[config.mk]
export PLATFORM = sky130hd
export DESIGN_NAME = redirect_ctrl
export DESIGN_NICKNAME = d
export VERILOG_FILES = /design/src/rtl/redirect_ctrl_pkg.sv /design/src/rtl/redirect_ctrl_int_prio_enc.sv /design/src/rtl/redirect_ctrl.sv
export SDC_FILE = /design/constraint.sdc
export NUM_CORES = 1
export LEC_CHECK = 0
export CELL_PAD_IN_SITES_DETAIL_PLACEMENT = 1
export CELL_PAD_IN_SITES_GLOBAL_PLACEMENT = 2
export CORE_MARGIN = 3
export CORE_UTILIZATION = 19
export DETAILED_ROUTE_END_ITERATION = 12
export HOLD_SLACK_MARGIN = 0.06
export PLACE_DENSITY_LB_ADDON = 0.1
export SETUP_SLACK_MARGIN = 0.15
export SYNTH_ARGS = -nofsm -noshare
export SYNTH_HDL_FRONTEND = slang
export SYNTH_HIERARCHICAL = 1
export SYNTH_SLANG_ARGS = --single-unit
[constraint.sdc]
create_clock -name clk -period 2.3 [get_ports clk]
set_clock_uncertainty 0.05 [all_clocks]
set_input_delay 0.345 -clock clk [delete_from_list [all_inputs] [get_ports clk]]
set_output_delay 0.345 -clock clk [all_outputs]
set_load 0.05 [all_outputs]
[src/rtl/redirect_ctrl_pkg.sv]
// Shared state encodings and defaults for the fetch-redirect sequencer.
package redirect_ctrl_pkg;

  typedef enum logic [1:0] {
    ST_RUN     = 2'd0,
    ST_HANDLER = 2'd1,
    ST_RETURN  = 2'd2
  } redir_state_e;

  localparam logic [31:0] HANDLER_ADDR_DEFAULT = 32'h0000_0800;
  localparam int          CAUSE_W              = 3;

endpackage

[src/rtl/redirect_ctrl_int_prio_enc.sv]
// Interrupt priority encoder: the lowest-index asserted request wins.
module int_prio_enc
  import redirect_ctrl_pkg::*;
#(
  parameter int LINES = 4
) (
  input  logic [LINES-1:0]   req_i,
  output logic [CAUSE_W-1:0] idx_o,
  output logic               vld_o
);

  // Scan downward so the last hit, i.e. the lowest index, is what remains.
  always_comb begin
    idx_o = '0;
    vld_o = 1'b0;
    for (int i = LINES - 1; i >= 0; i--) begin
      if (req_i[i]) begin
        idx_o = CAUSE_W'(i);
        vld_o = 1'b1;
      end
    end
  end

endmodule

[src/rtl/redirect_ctrl.sv]
// Fetch redirection sequencer: taken branches, interrupt entry and ERET return.
// Define BRANCH_DELAY_SLOT_EN to keep the delay-slot instruction and tag it in EX.
module redirect_ctrl
  import redirect_ctrl_pkg::*;
#(
  parameter logic [31:0] HANDLER_ADDR = HANDLER_ADDR_DEFAULT,
  parameter int          INT_LINES    = 4
) (
  input  logic                 clk,
  input  logic                 rst,
  input  logic                 BranchEx,
  input  logic [31:0]          BranchTargetEx,
  input  logic [31:0]          PCEx,
  input  logic                 ValidEx,
  input  logic                 EretEx,
  input  logic                 StallPipe,
  input  logic [INT_LINES-1:0] IntReq,
  output logic                 RedirectEn,
  output logic [31:0]          RedirectPC,
  output logic                 FlushIf,
  output logic                 FlushId,
  output logic                 FlushEx,
  output logic                 IntAck,
  output logic [CAUSE_W-1:0]   IntCause,
  output logic [31:0]          Epc,
  output logic                 Exl
);

  redir_state_e         st_q, st_d;
  logic [INT_LINES-1:0] pend_q, pend_d, ack_mask;
  logic [31:0]          epc_q, epc_d;
  logic                 exl_q, exl_d;
  logic [CAUSE_W-1:0]   cause_q, cause_d;
  logic                 ds_q, ds_d;
  logic [CAUSE_W-1:0]   prio_idx;
  logic                 prio_vld;
  logic                 br_take, safe_point;

  int_prio_enc #(.LINES(INT_LINES)) u_prio (
    .req_i (pend_q),
    .idx_o (prio_idx),
    .vld_o (prio_vld)
  );

  assign br_take    = BranchEx & ValidEx;
  assign safe_point = ValidEx & ~StallPipe & ~BranchEx & ~EretEx & ~ds_q;

`ifdef BRANCH_DELAY_SLOT_EN
  localparam logic BR_FLUSH_ID = 1'b0;

  // The instruction following a taken branch into EX is the delay slot.
  assign ds_d = br_take & ~StallPipe;

  always_ff @(posedge clk) begin
    if (rst) ds_q <= 1'b0;
    else     ds_q <= ds_d;
  end
`else
  localparam logic BR_FLUSH_ID = 1'b1;

  assign ds_d = 1'b0;
  assign ds_q = ds_d;
`endif

  always_comb begin
    st_d       = st_q;
    epc_d      = epc_q;
    exl_d      = exl_q;
    cause_d    = cause_q;
    ack_mask   = '0;
    RedirectEn = 1'b0;
    RedirectPC = '0;
    FlushIf    = 1'b0;
    FlushId    = 1'b0;
    FlushEx    = 1'b0;
    IntAck     = 1'b0;

    if (!rst) begin
      if (br_take) begin
        RedirectEn = 1'b1;
        RedirectPC = BranchTargetEx;
        FlushIf    = 1'b1;
        FlushId    = BR_FLUSH_ID;
      end else if (st_q == ST_RUN && prio_vld && safe_point && !exl_q) begin
        RedirectEn = 1'b1;
        RedirectPC = HANDLER_ADDR;
        FlushIf    = 1'b1;
        FlushId    = 1'b1;
        FlushEx    = 1'b1;
        IntAck     = 1'b1;
        ack_mask   = INT_LINES'(1) << prio_idx;
        epc_d      = PCEx;
        exl_d      = 1'b1;
        cause_d    = prio_idx;
        st_d       = ST_HANDLER;
      end else if (st_q == ST_HANDLER && EretEx && ValidEx) begin
        RedirectEn = 1'b1;
        RedirectPC = epc_q;
        FlushIf    = 1'b1;
        FlushId    = 1'b1;
        exl_d      = 1'b0;
        st_d       = ST_RETURN;
      end

      // The restarted instruction reaching EX reopens the interrupt window.
      if (st_q == ST_RETURN && ValidEx) st_d = ST_RUN;
    end

    pend_d = (pend_q | IntReq) & ~ack_mask;
  end

  always_ff @(posedge clk) begin
    if (rst) begin
      st_q    <= ST_RUN;
      pend_q  <= '0;
      epc_q   <= '0;
      exl_q   <= 1'b0;
      cause_q <= '0;
    end else begin
      st_q    <= st_d;
      pend_q  <= pend_d;
      epc_q   <= epc_d;
      exl_q   <= exl_d;
      cause_q <= cause_d;
    end
  end

  assign Epc      = epc_q;
  assign Exl      = exl_q;
  assign IntCause = cause_q;

endmodule

Word-level counts from Yosys, hierarchy flattened
Cells that the tools add are included.
{"block": "word_totals", "word_cells": 57, "in_bits": 74, "out_inout_bits": 73, "regBits": 42}
{"block": "op_classes", "n_bitwise": 11, "n_reduce_logical": 12, "eq_ne": 2, "shifts": 1, "n_mux": 26}
{"cell": "32-bit two-way mux", "n": 4}
{"cell": "1-bit two-way mux", "n": 13}
{"cell": "2-bit two-way mux", "n": 6}
{"cell": "4-bit two-way mux", "n": 3}
{"cell": "1-bit logical AND", "n": 6}
{"cell": "1-bit bitwise AND", "n": 4}
{"cell": "4-bit bitwise AND", "n": 1}
{"cell": "1-bit NOT", "n": 4}
{"cell": "4-bit NOT", "n": 1}
{"cell": "4-bit OR", "n": 1}
{"cell": "2-bit AND reduction", "n": 2}
{"cell": "1-bit by 3-bit << shifter with 4-bit output, first input constant", "n": 1}
{"cell": "2-bit by 1-bit == test with 1-bit output, second input constant", "n": 1}
{"cell": "2-bit == test, second input constant", "n": 1}
{"cell": "2-bit zero test", "n": 1}
{"cell": "2-bit nonzero test", "n": 1}
{"cell": "2-bit OR reduction", "n": 1}
{"cell": "1-bit zero test", "n": 1}

Longest topological paths before layout
Gate-level depths: netlist of run 1.
{"block": "depth", "depth_word": 12, "mapped_depth": 8, "depth_no_buf": 5}

Hierarchy
The synthesis of run 1 kept the hierarchy.
{"mod": "redirect_ctrl", "cells_each": 240, "seq_area_each_um2": 840.8, "n_inst": 1, "area_per_inst_um2": 2163.3}
{"mod": "int_prio_enc", "cells_each": 9, "seq_area_each_um2": 0.0, "n_inst": 1, "area_per_inst_um2": 46.3}

Worst setup path before layout of run 1
OpenSTA, ideal clock, no wires.
{"block": "synth_timing", "path_kind": "reg-to-output", "start": "register pend_q[0]", "end": "output port FlushIf", "arrival_time_ns": 2.385, "path_buffers": 3, "stages_incl_launch_ff": 9, "slack_ns": -0.480, "path_cell_list": "dfxtp_1 > nor2_1 > nand2_1 > nor4bb_1 > buf_2 > buf_2 > nand2_1 > a21oi_1 > buf_4"}
{"block": "synth_via", "elab_chain_len": 7}
{"element": "from (decl)", "line": "redirect_ctrl.sv:30", "source": "logic [INT_LINES-1:0] pend_q, pend_d, ack_mask;"}
{"element": "from (signal assigned)", "line": "redirect_ctrl.sv:121", "source": "pend_q <= pend_d;"}
{"element": "1-bit two-way mux", "line": "redirect_ctrl_int_prio_enc.sv:17", "source": "if (req_i[i]) begin"}
{"element": "via prio_vld", "line": "redirect_ctrl.sv:36", "source": "logic prio_vld;"}
{"element": "1-bit logical AND (3 in a row)", "line": "redirect_ctrl.sv:84", "source": "end else if (st_q == ST_RUN && prio_vld && safe_point && !exl_q) begin"}
{"element": "1-bit two-way mux (3 in a row)"}
{"element": "to (decl)", "line": "redirect_ctrl.sv:20", "source": "output logic FlushIf,"}
The timed path passes the listed nets, and every way through them passes these cells.

Final worst setup path of run 1
{"block": "layout_timing", "start": "input port ValidEx", "end": "output port RedirectEn"}
{"block": "layout_via", "elab_chain_len": 8}
{"element": "from (decl)", "line": "redirect_ctrl.sv:14", "source": "input logic ValidEx,"}
{"element": "1-bit bitwise AND (3 in a row)", "line": "redirect_ctrl.sv:46", "source": "assign safe_point = ValidEx & ~StallPipe & ~BranchEx & ~EretEx & ~ds_q;"}
{"element": "1-bit logical AND (2 in a row)", "line": "redirect_ctrl.sv:84"}
{"element": "1-bit two-way mux", "line": "redirect_ctrl.sv:84"}
{"element": "1-bit two-way mux (*)", "line": "redirect_ctrl.sv:79", "source": "if (br_take) begin"}
{"element": "1-bit two-way mux (*)", "line": "redirect_ctrl.sv:78", "source": "if (!rst) begin"}
{"element": "to (decl)", "line": "redirect_ctrl.sv:18", "source": "output logic RedirectEn,"}
Mark *: on every way between the ends. The rest lies on a longest branch, timed or not.

==> summary by stage, run 1 <==
CTS
The clock transition at the register clock pins on the worst setup and hold paths after CTS is 0.06 ns. The depth of the CTS H-tree is 2. The number of CTS-inserted buffers is 5.

The maximum clock insertion buffer count is 2. The clock sink total is 42. The root buffer cell chosen for the clock tree is sky130_fd_sc_hd__clkbuf_16.

The clock tree from TritonCTS is built. The clock reaches the later pin of the worst-skew pair after 0.28 ns.

Synthesis
The warning count from the yosys run is 6. The flip-flop and latch count after synthesis is 42. Synthesis produced a netlist with a net count of 323. Synthesis handed over a netlist of 249 instances. Yosys mapped the design onto 28 distinct sky130hd cell types. The sequential cell area fraction in the yosys report is 38.1%. The area of the mapped netlist is 2210 sq um.

The average instance in the mapped netlist occupies 8.87 sq um.

Power
The internal portion of total power is 1.41 mW. The static power due to leakage is 1.73 nW. The power density of the placed cells is 434 nW/um^2.

In this run the power spent charging and discharging nets is 0.550 mW. The switching part of the total power is 28.0%. Combinational cells account for 26.5% of the total power.

The clock group share of total power is 34.6%. The fraction of power consumed by sequential logic is 38.9%. The maximum ir drop on the vdd rail is 0.249 mV.

Route
The remaining antenna violation count after routing is 0. Detailed routing inserted a total of 2472 vias. The initial DRC count is 40. After detailed routing, the number of vias per cell comes to 4.65.

The total length of routed wires is 9.32 mm. The first TritonRoute pass finished after 4 iterations. The number of design rule violations left after detail routing is 0. After detailed routing, the average wire length per cell comes to 17.5 um.

GRT
The number of global-route vias before repair is 2723. The first global-routing pass estimated 14.7 mm of wire. Entering global routing, the biggest net connects 38 pins. The initial antenna violation count is 0.

The total overflow left after global routing is 0. Global routing used 14.3% of the available tracks across all layers.

Timing
Setup repair after global routing left no endpoint under its margin. For the pin with the worst max-slew slack, the measured transition is 0.710 ns. The fraction of the cycle the final worst path needs is 90.6%. The maximum clock rate is 480 MHz. The normalized max-slew margin is 52.6%. The worst path needs 2.08 ns of the cycle, external delays included. The post-route worst setup slack is 0.217 ns.

The final count of negative-setup-slack endpoints is 0. The total count of hold-check failures in the final report is 0. The number of pins exceeding their max-slew limit in the final report came to 0.

Finish
The fraction of the core area covered by cells at the end of the flow is 40.8%. In the final layout, the share of cells above drive strength 1 is 26.3%. For this run, the post-layout net count is 466. 0 antenna diodes ended up in the layout. The number of fill cells in the layout is 1244. Relative to the synthesized area, the layout overhead comes to 104%.

Place
The congestion estimate from routability-driven global placement came to 0.712. The worst setup timing slack at the placement stage is -0.0842 ns. The post-detailed-placement half-perimeter wirelength is 6.70 mm. Port buffering added 146 buffers.

Floorplan
The floorplan step defined a die boundary enclosing 13000 sq um. In this run the vertical extent of the chip is 114 um. The initial utilization of the core area, before any placement, comes to 19.9%. The number of ports placed on the die boundary is 147. The die is 114 um wide. The standard cell core area is 11100 sq um. The count of standard-cell rows is 38.

Run
The max-capacitance violation count is 0.

Hold path
The worst hold-check path type is flip-flop to flip-flop.

Worst setup path
At the worst endpoint, the required time is 1.90 ns. The sort of element at the start of the critical path is an input pin. Of all nets on the critical path, the largest fanout is 6. The worst setup path is captured at a primary output. The critical path start-end classification is input pin to primary output. Data arrives at the worst endpoint at 1.69 ns.

Run status
The run finished with clean final reports.
-- final timing paths --
path	cells after the start	slack, ns	endpoint	from
setup / recovery	5	0.22	RedirectEn	ValidEx
hold / removal	2	0.45	st_q[0]	st_q[0]
setup reg to reg	8	0.46	Epc[14]	pend_q[2]
hold reg to reg	2	0.45	st_q[0]	st_q[0]
-- kinds of logic (layout without fill, tap and decap cells) --
kind of cell	count (synthesis)	in the layout	synth area share, %
AND/OR/NAND/NOR	55	55	15.9
multiplexers	1	1	0.510
buffers and inverters	34	177	7.30
other	1	1	0.170
flip-flops	42	42	38.1
AO/OA/AOI/OAI	116	116	38.1
-- stage by stage --
step	TNS, ns	cells	power, mW	hold slack (ns)	instance area (sq um)
2_1_floorplan	0	249	1.01	0.395	2250
3_3_place_gp	-0.855	520	1.29	0.450	4270
3_5_place_dp	-1.85	520	1.30	0.457	4270
4_1_cts	0	530	1.99	0.466	4480
5_1_grt	0	532	2.05	0.466	4520
6_report	0	532	1.96	0.451	4520
-- critical path, cell delays in order --
cell and delay (ns):
sky130_fd_sc_hd__clkdlybuf4s15_1 0.31, sky130_fd_sc_hd__nor4bb_4 0.42, sky130_fd_sc_hd__nand2_4 0.15, sky130_fd_sc_hd__a21oi_4 0.29
sky130_fd_sc_hd__buf_12 0.18
-- layout make-up --
cell class | instances | area, sq um | share of cell area (%)
tap | 140 | 175 | 3.88
clock buffer | 7 | 133 | 2.94
sequential | 42 | 843 | 18.7
inverter | 4 | 15.0 | 0.333
multi-input combinational | 173 | 1300 | 28.8
timing repair buffer | 166 | 2050 | 45.4
-- cells in the mapped netlist --
library cell                 n  area share (%)
sky130_fd_sc_hd__dfxtp_1    42              38
sky130_fd_sc_hd__a21oi_1    38             8.6
sky130_fd_sc_hd__nand2b_1   35             9.9
sky130_fd_sc_hd__a22o_1     31              12
sky130_fd_sc_hd__a31o_2     24             9.5
sky130_fd_sc_hd__clkbuf_1   15             2.5
sky130_fd_sc_hd__a31o_1     10             4.0
sky130_fd_sc_hd__buf_2       9             2.0
sky130_fd_sc_hd__buf_4       6             2.0
sky130_fd_sc_hd__o21ai_0     6             1.4
sky130_fd_sc_hd__nor2_1      5            0.85
sky130_fd_sc_hd__nor2b_1     4             1.1
sky130_fd_sc_hd__a31oi_1     3            0.85
sky130_fd_sc_hd__inv_1       3            0.51
sky130_fd_sc_hd__nand2_1     3            0.51
sky130_fd_sc_hd__and3b_1     2            0.79
sky130_fd_sc_hd__nor3_1      2            0.45
sky130_fd_sc_hd__a211oi_1    1            0.34
sky130_fd_sc_hd__a21oi_2     1            0.40
sky130_fd_sc_hd__a311oi_1    1            0.40
sky130_fd_sc_hd__a32oi_1     1            0.40
sky130_fd_sc_hd__and2_1      1            0.28
sky130_fd_sc_hd__conb_1      1            0.17
sky130_fd_sc_hd__inv_2       1            0.17
sky130_fd_sc_hd__mux2_2      1            0.51
sky130_fd_sc_hd__nand4bb_1   1            0.51
sky130_fd_sc_hd__nor4_4      1            0.96
sky130_fd_sc_hd__nor4bb_1    1            0.45
-- state kept, by name, summed over array words and instances (netlist names) --
signal	count
pend_q	4
IntCause	3
st_q	2
Epc	32
Exl	1
-- metal layers --
layer	vias up	GRT usage, %	share of wire [%]
met1	1180	17.4	42
met5	-	0	0
met3	5	4.19	7.4
met2	87	25.2	50
li1	1200	-	-
met4	0	2.85	0.68
-- placed cells by master (no fill, tap or decap), types with 3 or more instances in the layout --
| master | instances |
|---|---|
| sky130_fd_sc_hd__a22o_1 | 29 |
| sky130_fd_sc_hd__buf_4 | 12 |
| sky130_fd_sc_hd__nor2_1 | 4 |
| sky130_fd_sc_hd__clkdlybuf4s50_1 | 104 |
| sky130_fd_sc_hd__dfxtp_1 | 40 |
| sky130_fd_sc_hd__o21ai_0 | 5 |
| sky130_fd_sc_hd__buf_12 | 42 |
| sky130_fd_sc_hd__nor2b_1 | 4 |
| sky130_fd_sc_hd__clkbuf_16 | 5 |
| sky130_fd_sc_hd__a31o_1 | 10 |
| sky130_fd_sc_hd__buf_6 | 3 |
| sky130_fd_sc_hd__a31o_2 | 24 |
| sky130_fd_sc_hd__a21oi_1 | 37 |
| sky130_fd_sc_hd__a31oi_1 | 3 |
| sky130_fd_sc_hd__inv_1 | 3 |
| sky130_fd_sc_hd__nand2b_1 | 35 |
-- power groups by stage --
stage	logic, mW	registers (mW)	clock network (mW)
6_report	0.519	0.763	0.678
5_1_grt	0.548	0.766	0.736
4_1_cts	0.521	0.762	0.710
3_5_place_dp	0.517	0.779	0
3_3_place_gp	0.514	0.778	0
2_1_floorplan	0.190	0.818	0
-- what timing repair did --
action,in CTS,in global routing
cloned,2,0
setup endpoints to repair,35,34
pin swaps,8,5
endpoints found under the hold margin,0,0
resized for setup,14,5
setup buffers,1,2
hold buffers,0,0
Power figures use the tool's default switching activity.
==> inputs of run 2 (changes only) <==
--- a/config.mk
+++ b/config.mk
@@ -8,7 +8,7 @@
 export CELL_PAD_IN_SITES_DETAIL_PLACEMENT = 1
 export CELL_PAD_IN_SITES_GLOBAL_PLACEMENT = 2
 export CORE_MARGIN = 3
-export CORE_UTILIZATION = 19
+export CORE_UTILIZATION = 17
 export DETAILED_ROUTE_END_ITERATION = 12
 export HOLD_SLACK_MARGIN = 0.06
 export PLACE_DENSITY_LB_ADDON = 0.1
==> constraint.sdc (replaced) <==
create_clock -name clk -period 1.8 [get_ports clk]
set_clock_uncertainty 0.05 [all_clocks]
set_input_delay 0.27 -clock clk [delete_from_list [all_inputs] [get_ports clk]]
set_output_delay 0.27 -clock clk [all_outputs]
set_load 0.05 [all_outputs]
==> run 2 against run 1 <==
Register-to-register slack got worse by 0.65 ns. The flow now finishes with violations (setup timing). Cell area rose by 26%. Via count rose by 9.9%. Total power rose by 44%. Clock power rose by 38%. Highest routed layer unchanged.
==> summary by stage, run 2 (synthesized netlist as in run 1, its figures left out) <==
Run status
The checks that failed: setup timing. The flow ran to the end, but the final reports show violations.

Floorplan
The count of standard-cell rows is 41. The die is 120 um tall. The area of the die is 14400 sq um. The standard cell core area is 12700 sq um. The width of the die is 120 um. The number of ports placed on the die boundary is 147. For this configuration, the core starts out at a cell density of 17.4%.

Finish
The commonest non-fill, non-tap cell in the layout is sky130_fd_sc_hd__clkdlybuf4s50_1. After the last flow step, the layout net total stands at 511. In the layout the commonest cells are sky130_fd_sc_hd__clkdlybuf4s50_1 (69), sky130_fd_sc_hd__buf_4 (58), sky130_fd_sc_hd__buf_12 (47). Cells fill 45.0% of the core in the end. The antenna diode count is 0. The number of fill cells in the layout is 1368.

The register with the most flip-flops in the layout has 32 of them. The ratio of cells with drive above 1 in the final layout is 54.3%. From synthesis to final layout, the design area changed by 158%.

GRT
The fraction of met2 tracks used by global routing is 28.7%. The maximum number of pins on one net before global-route repair is 36. The total global-route track usage is 15.9%. The initial antenna violation count is 0. The highest-utilization routing layer at the global route stage is met2. The met1 track utilization from global routing is 19.5%. The number of global-route vias before repair is 3135.

The wire length of the first global-routing pass is 17.9 mm. Global routing finished with a remaining overflow of 0. For met3 alone, demand over resource in global routing was 2.97%.

Timing
The final count of negative-setup-slack endpoints is 76. The number of pins exceeding their max-slew limit in the final report is 0. The total count of hold-check failures in the final report is 0. Setup repair after global routing could not meet its margin everywhere. Hold is met by 0.305 ns.

For this run, the top clock speed supported by timing is 499 MHz. The post-route worst setup slack is -0.205 ns. Of the available clock period, the critical path in the final layout requires 111%. The time the final worst path needs with I/O delays and setup is 2.00 ns.

Adding up every negative setup slack in the final design gives -10.33 ns.

CTS
The maximum clock insertion buffer count is 2. Buffers inserted during clock tree synthesis total 5. Buffers inserted to repair hold after CTS numbered 0. The clock tree from TritonCTS is built. Clock-pin slew was measured on the worst setup and hold paths at 0.06 ns. The clock drives 42 sinks. In this run the number of H-tree levels came out at 2.

The cell chosen for the clock root is sky130_fd_sc_hd__clkbuf_16. The worst-skew pair later-pin latency is 0.28 ns.

Worst setup path
The sort of element at the start of the critical path is a flip-flop. The critical path start-end classification is flip-flop to primary output. The worst setup path is captured at a primary output. Traced cell by cell, the critical path runs through nor2_4, nand2_2, nor4bb_4, buf_4, nand2_8, a21oi_4, buf_12. The highest-delay cell along the critical path is sky130_fd_sc_hd__dfxtp_2. The largest single stage delay on the critical path is 0.36 ns. At the worst endpoint, the required time is 1.48 ns. The slack of the worst reg-to-reg path is -0.19 ns. Together, buffers and inverters on the worst path number 2. The family of cells with the greatest summed delay on the critical path is simple AND/OR/NAND/NOR gates.

The maximum fanout along the worst path is 4. The worst path arrival time is 1.68 ns.

Route
The number of design rule violations left after detail routing is 0. Detailed routing inserted a total of 2717 vias. The remaining antenna violation count after routing is 0. Wires add up to 11.5 mm. The first routing iteration left 61 violations. The first-pass iteration count of the detailed router is 4.

The detailed-route vias per instance is 4.45. Dividing the detail-routed wire length by the instance count gives 18.8 um.

Place
The congestion estimate from routability-driven global placement came to 0.696. The worst setup timing slack at the placement stage is -0.433 ns. During placement, the flow inserted port buffers numbering 146.

The post-detailed-placement half-perimeter wirelength is 7.03 mm.

Power
In this run the power density over the cells is 493 nW/um^2. IR analysis of the VDD net gives a maximum drop of 0.336 mV. In this run the static leakage power is 2.35 nW.

Run
The max-capacitance violation count is 0.

Hold path
The worst hold-check path type is input pin to flip-flop.
## run 2: worst paths after layout
kind,startpoint,to,depth (start not counted)
worst max-delay path,pend_q[3],RedirectEn,7
worst min-delay path,rst,Exl,2
worst max register to register,pend_q[3],Epc[1],11
worst min register to register,Exl,Exl,2
## run 2: where the power goes
group | internal (mW) | switching, mW
clock | 0.551 | 0.384
combinational | 0.487 | 0.413
sequential | 0.954 | 0.0227
total | 1.99 | 0.820
## run 2: worst reg2reg max path, delay by kind of cell (launching register included)
family                 cells  cell delay (ns)
AND/OR/NAND/NOR            4             0.53
AO/OA/AOI/OAI              1             0.21
flip-flops                 1             0.34
buffers and inverters      6             0.76
## run 2: layout make-up
class	count	area, sq um	share of cell area (%)
inverters	4	15.0	0.263
flip-flops and latches	42	852	14.9
clock inverters	1	5.00	0.0877
well taps	172	215	3.77
multi-input cells	173	1810	31.7
clock buffers	7	143	2.50
repair buffers	211	2670	46.7
## run 2: per-stage QoR
step           instance area, sq um  power (mW)  std cells
3_5_place_dp                   4430        1.69        557
2_1_floorplan                  2420        1.31        249
4_1_cts                        5480        2.81        603
6_report                       5710        2.81        610
3_3_place_gp                   4430        1.69        557
5_1_grt                        5710        2.94        610
## run 2: layer usage
layer | vias up | part of all wire (%) | routed length [um]
li1 | 1303 | - | -
met1 | 1331 | 42 | 4850
met2 | 75 | 52 | 5950
met3 | 8 | 4.4 | 504
met4 | 0 | 1.2 | 138
met5 | - | 0 | 0
## run 2: timing repair
| action | 4_1_cts | 5_1_grt |
|---|---|---|
| pin swaps | 41 | 14 |
| gates resized for setup | 75 | 31 |
| setup buffers | 28 | 6 |
| cloned | 10 | 1 |
| setup endpoints to repair | 77 | 76 |
